File: config.mk
export PLATFORM = sky130hd
export DESIGN_NAME = mips_mc_ctrl
export DESIGN_NICKNAME = d
export VERILOG_FILES = /design/src/rtl/mips_pkg.sv /design/src/rtl/mips_alu_dec.sv /design/src/rtl/mips_mc_ctrl.sv
export SDC_FILE = /design/constraint.sdc
export NUM_CORES = 1
export LEC_CHECK = 0
export BUFFER_PORTS_ARGS = -buffer_cell sky130_fd_sc_hd__buf_2
export CAP_MARGIN = 20
export CORE_MARGIN = 1.5
export CORE_UTILIZATION = 44
export CTS_CLUSTER_DIAMETER = 80
export DETAILED_ROUTE_END_ITERATION = 7
export PLACE_DENSITY = 0.77
export SETUP_SLACK_MARGIN = 0.15
export SLEW_MARGIN = 20
export SYNTH_ARGS = -nofsm -noshare
export SYNTH_HDL_FRONTEND = slang
export SYNTH_SLANG_ARGS = --single-unit
File: constraint.sdc
create_clock -name clk -period 1.7 [get_ports clk]
set_input_delay 0.085 -clock clk [delete_from_list [all_inputs] [get_ports clk]]
set_output_delay 0.085 -clock clk [all_outputs]
set_load 0.02 [all_outputs]
File: src/rtl/mips_pkg.sv
// rtl/mips_pkg.sv - shared MIPS encodings: opcodes, functs, ALU ops, mux selects, controller states
package mips_pkg;

  localparam logic [5:0] OP_RTYPE = 6'b000000;
  localparam logic [5:0] OP_J     = 6'b000010;
  localparam logic [5:0] OP_BEQ   = 6'b000100;
  localparam logic [5:0] OP_ORI   = 6'b001101;
  localparam logic [5:0] OP_LUI   = 6'b001111;
  localparam logic [5:0] OP_LW    = 6'b100011;
  localparam logic [5:0] OP_SW    = 6'b101011;

  localparam logic [5:0] FN_ADDU  = 6'b100001;
  localparam logic [5:0] FN_SUBU  = 6'b100011;

  localparam logic [1:0] ALU_ADDU = 2'b00;
  localparam logic [1:0] ALU_SUBU = 2'b01;
  localparam logic [1:0] ALU_ORI  = 2'b10;
  localparam logic [1:0] ALU_LUI  = 2'b11;

  localparam logic [1:0] PC_ALU    = 2'b00;
  localparam logic [1:0] PC_ALUOUT = 2'b01;
  localparam logic [1:0] PC_JUMP   = 2'b10;

  localparam logic [1:0] SRCB_RT      = 2'b00;
  localparam logic [1:0] SRCB_FOUR    = 2'b01;
  localparam logic [1:0] SRCB_IMM     = 2'b10;
  localparam logic [1:0] SRCB_IMM_SH2 = 2'b11;

  typedef enum logic [3:0] {
    S_FETCH    = 4'd0,
    S_DECODE   = 4'd1,
    S_EXEC_R   = 4'd2,
    S_EXEC_I   = 4'd3,
    S_ALU_WB   = 4'd4,
    S_MEM_ADDR = 4'd5,
    S_MEM_RD   = 4'd6,
    S_MEM_WB   = 4'd7,
    S_MEM_WR   = 4'd8,
    S_BRANCH   = 4'd9,
    S_JUMP     = 4'd10
  } state_t;

  // Successor of DECODE; S_FETCH means the instruction is not decodable.
  function automatic state_t decode_next(input logic [5:0] opcode, input logic [5:0] funct);
    case (opcode)
      OP_RTYPE:       return (funct == FN_ADDU || funct == FN_SUBU) ? S_EXEC_R : S_FETCH;
      OP_ORI, OP_LUI: return S_EXEC_I;
      OP_LW, OP_SW:   return S_MEM_ADDR;
      OP_BEQ:         return S_BRANCH;
      OP_J:           return S_JUMP;
      default:        return S_FETCH;
    endcase
  endfunction

endpackage

File: src/rtl/mips_alu_dec.sv
// rtl/mips_alu_dec.sv - ALU operation and immediate-extension select per controller state
module mips_alu_dec
  import mips_pkg::*;
(
  input  logic [3:0] state,
  input  logic [5:0] opcode,
  input  logic [5:0] funct,
  output logic [1:0] alu_ctl,
  output logic       ext_op
);

  always_comb begin
    alu_ctl = ALU_ADDU;
    ext_op  = 1'b0;
    case (state)
      S_DECODE:   ext_op  = 1'b1;
      S_EXEC_R:   alu_ctl = (funct == FN_SUBU) ? ALU_SUBU : ALU_ADDU;
      S_EXEC_I:   alu_ctl = (opcode == OP_LUI) ? ALU_LUI : ALU_ORI;
      S_MEM_ADDR: ext_op  = 1'b1;
      S_BRANCH:   alu_ctl = ALU_SUBU;
      default:    ;
    endcase
  end

endmodule

File: src/rtl/mips_mc_ctrl.sv
// rtl/mips_mc_ctrl.sv - multi-cycle MIPS control FSM with memory req/ready handshake
module mips_mc_ctrl
  import mips_pkg::*;
#(
  parameter int CNT_W    = 32,
  parameter bit TRAP_ILL = 1'b1
) (
  input  logic             clk,
  input  logic             rst_n,
  input  logic [31:0]      instr,
  input  logic             zero,
  input  logic             mem_ready,
  output logic             mem_req,
  output logic             mem_we,
  output logic             iord,
  output logic             ir_we,
  output logic             pc_we,
  output logic [1:0]       pc_src,
  output logic             reg_we,
  output logic             reg_dst,
  output logic             mem_to_reg,
  output logic             alu_src_a,
  output logic [1:0]       alu_src_b,
  output logic             ext_op,
  output logic [1:0]       alu_ctl,
  output logic             illegal,
  output logic [CNT_W-1:0] instret,
  output logic [3:0]       state
);

  state_t     state_q, nxt;
  logic [5:0] opcode, funct;
  logic       retire;
  logic       mem_req_c, mem_we_c, ir_we_c, pc_we_c, reg_we_c, illegal_c;
  logic       unused_instr;

  assign opcode       = instr[31:26];
  assign funct        = instr[5:0];
  assign unused_instr = ^instr[25:6];
  assign state        = state_q;

  always_comb begin
    nxt        = S_FETCH;
    retire     = 1'b0;
    mem_req_c  = 1'b0;
    mem_we_c   = 1'b0;
    ir_we_c    = 1'b0;
    pc_we_c    = 1'b0;
    reg_we_c   = 1'b0;
    illegal_c  = 1'b0;
    iord       = 1'b0;
    pc_src     = PC_ALU;
    reg_dst    = 1'b0;
    mem_to_reg = 1'b0;
    alu_src_a  = 1'b0;
    alu_src_b  = SRCB_RT;
    case (state_q)
      S_FETCH: begin
        mem_req_c = 1'b1;
        alu_src_b = SRCB_FOUR;
        if (mem_ready) begin
          ir_we_c = 1'b1;
          pc_we_c = 1'b1;
          nxt     = S_DECODE;
        end else begin
          nxt = S_FETCH;
        end
      end
      S_DECODE: begin
        alu_src_b = SRCB_IMM_SH2;
        nxt       = decode_next(opcode, funct);
        illegal_c = TRAP_ILL && (nxt == S_FETCH);
      end
      S_EXEC_R: begin
        alu_src_a = 1'b1;
        nxt       = S_ALU_WB;
      end
      S_EXEC_I: begin
        alu_src_a = 1'b1;
        alu_src_b = SRCB_IMM;
        nxt       = S_ALU_WB;
      end
      S_ALU_WB: begin
        reg_we_c = 1'b1;
        reg_dst  = (opcode == OP_RTYPE);
        retire   = 1'b1;
      end
      S_MEM_ADDR: begin
        alu_src_a = 1'b1;
        alu_src_b = SRCB_IMM;
        nxt       = (opcode == OP_SW) ? S_MEM_WR : S_MEM_RD;
      end
      S_MEM_RD: begin
        mem_req_c = 1'b1;
        iord      = 1'b1;
        nxt       = mem_ready ? S_MEM_WB : S_MEM_RD;
      end
      S_MEM_WB: begin
        reg_we_c   = 1'b1;
        mem_to_reg = 1'b1;
        retire     = 1'b1;
      end
      S_MEM_WR: begin
        mem_req_c = 1'b1;
        mem_we_c  = 1'b1;
        iord      = 1'b1;
        retire    = mem_ready;
        nxt       = mem_ready ? S_FETCH : S_MEM_WR;
      end
      S_BRANCH: begin
        alu_src_a = 1'b1;
        pc_src    = PC_ALUOUT;
        pc_we_c   = zero;
        retire    = 1'b1;
      end
      S_JUMP: begin
        pc_src  = PC_JUMP;
        pc_we_c = 1'b1;
        retire  = 1'b1;
      end
      default: nxt = S_FETCH;
    endcase
  end

  // Strobes are forced low combinationally so an in-flight access dies with reset.
  assign mem_req = rst_n & mem_req_c;
  assign mem_we  = rst_n & mem_we_c;
  assign ir_we   = rst_n & ir_we_c;
  assign pc_we   = rst_n & pc_we_c;
  assign reg_we  = rst_n & reg_we_c;
  assign illegal = rst_n & illegal_c;

  mips_alu_dec u_alu_dec (
    .state   (state_q),
    .opcode  (opcode),
    .funct   (funct),
    .alu_ctl (alu_ctl),
    .ext_op  (ext_op)
  );

  always_ff @(posedge clk or negedge rst_n) begin
    if (!rst_n) begin
      state_q <= S_FETCH;
      instret <= '0;
    end else begin
      state_q <= nxt;
      if (retire) instret <= instret + CNT_W'(1);
    end
  end

endmodule

==> impl_metrics.toml <==
[run_status]
outcome = "finished with violations"
violations = "negative setup slack"

[clock_network]
cts.reportedPaths.clkPinSlew_ps = 70
cts.sinks = 36
cts_buffers = 5
cts-root-buf = "clkbuf_8"
htree_levels = 2
cts_tree = "built"
clk_latency_ps = 290
clockBufferDepth = 2

[routing]
drc = 0
drtIter0Drc = 139
dr.pass1.iters = 4
wl_um = 7420
ant_nets = 0
wl_per_cell_um = 17.6
num_vias = 2310
vias_per_cell = 5.47

[power]
switchingPower_mw = 1.12
p_sw_frac = 0.352
peakVddDrop_mv = 0.668
powerDensity_nw_per_um2 = 861
p_leak_nw = 1.88
internal_power_mw = 2.06
p_comb_frac = 0.415
p_seq_frac = 0.325
p_clk_frac = 0.260

[floorplan]
die_area_um2 = 5510
fp.dieH_um = 74.2
ioPinCount = 89
std_cell_rows = 25
core_area_um2 = 4820
die_x_um = 74.2
start_util = 0.463

[logic_synthesis]
synth_compound_area_frac = 0.0852
synthDistinctLibCells = 50
synth_common_cells = "dfrtp_1 (36), nor2_1 (24), xnor2_1 (18)"
ys_seq_area_frac = 0.404
netlist_top_cells_area = "dfrtp_1 (40%), xnor2_1 (7.1%), xor2_1 (5.9%)"
ys_warn_count = 0
ys_ff_latch = 36
synth_nets = 270
syn_inst = 233
yosys.area_share.adder = 0.00561
avgSynthCellArea_um2 = 9.57
synth-xor-area-share = 0.130
synth_top_area_share = 0.404
synth.largest_area_cell = "dfrtp_1"
synth_mux_area_frac = 0.00505
synth_simple_gate_area_frac = 0.331
synth_edf_count = 0
synth_most_common_cell = "dfrtp_1"
synth_top_flop_cell = "dfrtp_1"
async_reset_ff_frac = 1.00
syn-cell-area_um2 = 2230
synth_top_family_by_area = "simple AND/OR/NAND/NOR gates"

[grt]
grt_usage = 0.233
grt_pass1_vias = 2145
grt_max_degree = 33
antenna_found_initial = 0
grt-ovfl-total = 0
grt_pass1_wl_um = 9950

[sta]
max_freq_mhz = 537
finalCritPeriodShare = 1.10
fin_crit_ps = 1860
setup_viol = 28
clock_skew_ps = 4.02
rsz0062_at_grt = "yes"
fin_ws_ps = -162
tightest_slew_ps = 408
finalHoldViolCount = 0
fin_tns_setup_ps = -1960
slew_headroom = 0.728
slew_viol_final = 0

[worst_hold_path]
hold_path_depth = 3
min_from = "instr[30]"
hold-path-endpoint = "state[0]"
hold_class = "in2reg"

[placement]
place_area_um2 = 2840
hpwlAfterDp_um = 4020
gp_congestion = 0.850
portBuffers = 68

[worst_setup_path]
worstReg2RegEnd = "instret[30]"
r2r_setup_slack_ps = -160
r2r_cells = 7
arrival_ps = 2070
critical_path_peak_fanout = 7
worst_setup_path_start_kind = "flop"
crit_required_ps = 1910
end_kind = "flop"
worstSetupPathType = "reg2reg"
rr_startpoint = "state[2]"

[job]
cap_violations = 0

[final_layout]
regArea_um2 = 911
syn2layout_area_growth_pct = 65.3
diodes = 0
drive_gt1_frac = 0.586
layout.nets = 391
multi_input_area_um2 = 1590
final_area_um2 = 3690
num-fill-cells = 318
[repair_timing]
action,4_1_cts,5_1_grt
resized for setup,48,56
setup buffers,14,16
cloned,0,2
hold buffers,2,0
pin swaps,43,32
hold endpoints to repair,4,0
endpoints found under the setup margin,34,45
[cell usage in the layout (no fill, tap or decap), types with 3 or more instances in the layout]
master	n
clkbuf_8	7
buf_2	55
a31oi_1	3
nand2_2	3
and3_1	9
nand4_1	8
nor2_1	14
xnor2_1	16
nand2b_4	4
xor2_1	15
inv_1	5
nor2_4	7
nand2_1	10
nor3_4	12
nand3_2	7
dfrtp_2	8
nor3_2	3
dfrtp_1	28
nor2_2	4
buf_4	43
a21oi_1	5
buf_6	20
nor3_1	4
nand3_1	10
[flip-flops by register name, summed over array words and instances, names as in the netlist]
signal   cells
instret     32
state        4
[final cells by class]
type | instances | share of cell area
clock buffer | 7 | 0.0261
clock inverter | 1 | 0.00814
inverter | 7 | 0.0119
multi-input combinational | 180 | 0.432
sequential | 36 | 0.247
tap | 67 | 0.0227
timing repair buffer | 124 | 0.252
[metrics by stage]
stage | total power, mW | utilization | cells | setup WS (ps) | hold WS (ps)
6_report | 3.17 | 0.765 | 422 | -162 | 112
5_1_grt | 3.31 | 0.765 | 422 | -204 | 106
4_1_cts | 2.95 | 0.682 | 404 | -26.9 | 97.7
3_5_place_dp | 1.98 | 0.589 | 380 | -26.7 | -65.9
3_3_place_gp | 1.96 | 0.589 | 380 | 13.7 | -68.1
2_1_floorplan | 1.66 | - | 233 | -25.8 | -211
[metal layers]
metal  share of wire  routed length (um)  global-route usage  vias up
met4           0.016                 118               0.103        0
li1                -                   -                   -     1075
met1            0.40                3000               0.307     1140
met5               0                   0                   0        -
met3           0.051                 377              0.0474       12
met2            0.53                3920               0.371       83
[critical path, stage by stage, from the launching register on]
cell and delay (ps):
dfrtp_2 470, buf_6 140, nand2b_4 150, o221a_4 250, nand4bb_1 230, buf_6 210, nor3_4 130, xor2_1 180
[worst max path at each step]
stage                     startpoint           to  slack (ps)
final                       state[2]  instret[30]        -160
after detailed placement    state[2]  instret[26]         -30
after global placement      state[2]  instret[28]          10
after CTS                   state[2]  instret[28]         -30
after floorplan             state[3]  instret[18]         -30
after global routing      instret[9]  instret[24]        -200
[kinds of logic (layout without fill, tap and decap cells)]
| family | after synthesis | in the layout |
|---|---|---|
| and+or+nand+nor | 120 | 120 |
| DFF | 36 | 36 |
| xor gates and xnor gates | 33 | 33 |
| AOI/OAI and AO/OA | 25 | 25 |
| buffers and inverters | 17 | 139 |
| adders and majority gates | 1 | 1 |
| muxes | 1 | 1 |
[power groups by stage]
stage / clock network [mW] / logic [mW] / registers [mW]
2_1_floorplan: 0 / 0.515 / 1.15
3_3_place_gp: 0 / 0.927 / 1.03
3_5_place_dp: 0 / 0.943 / 1.03
4_1_cts: 0.834 / 1.09 / 1.02
5_1_grt: 0.877 / 1.39 / 1.04
6_report: 0.825 / 1.32 / 1.03
(Power assumes the default switching activity.)
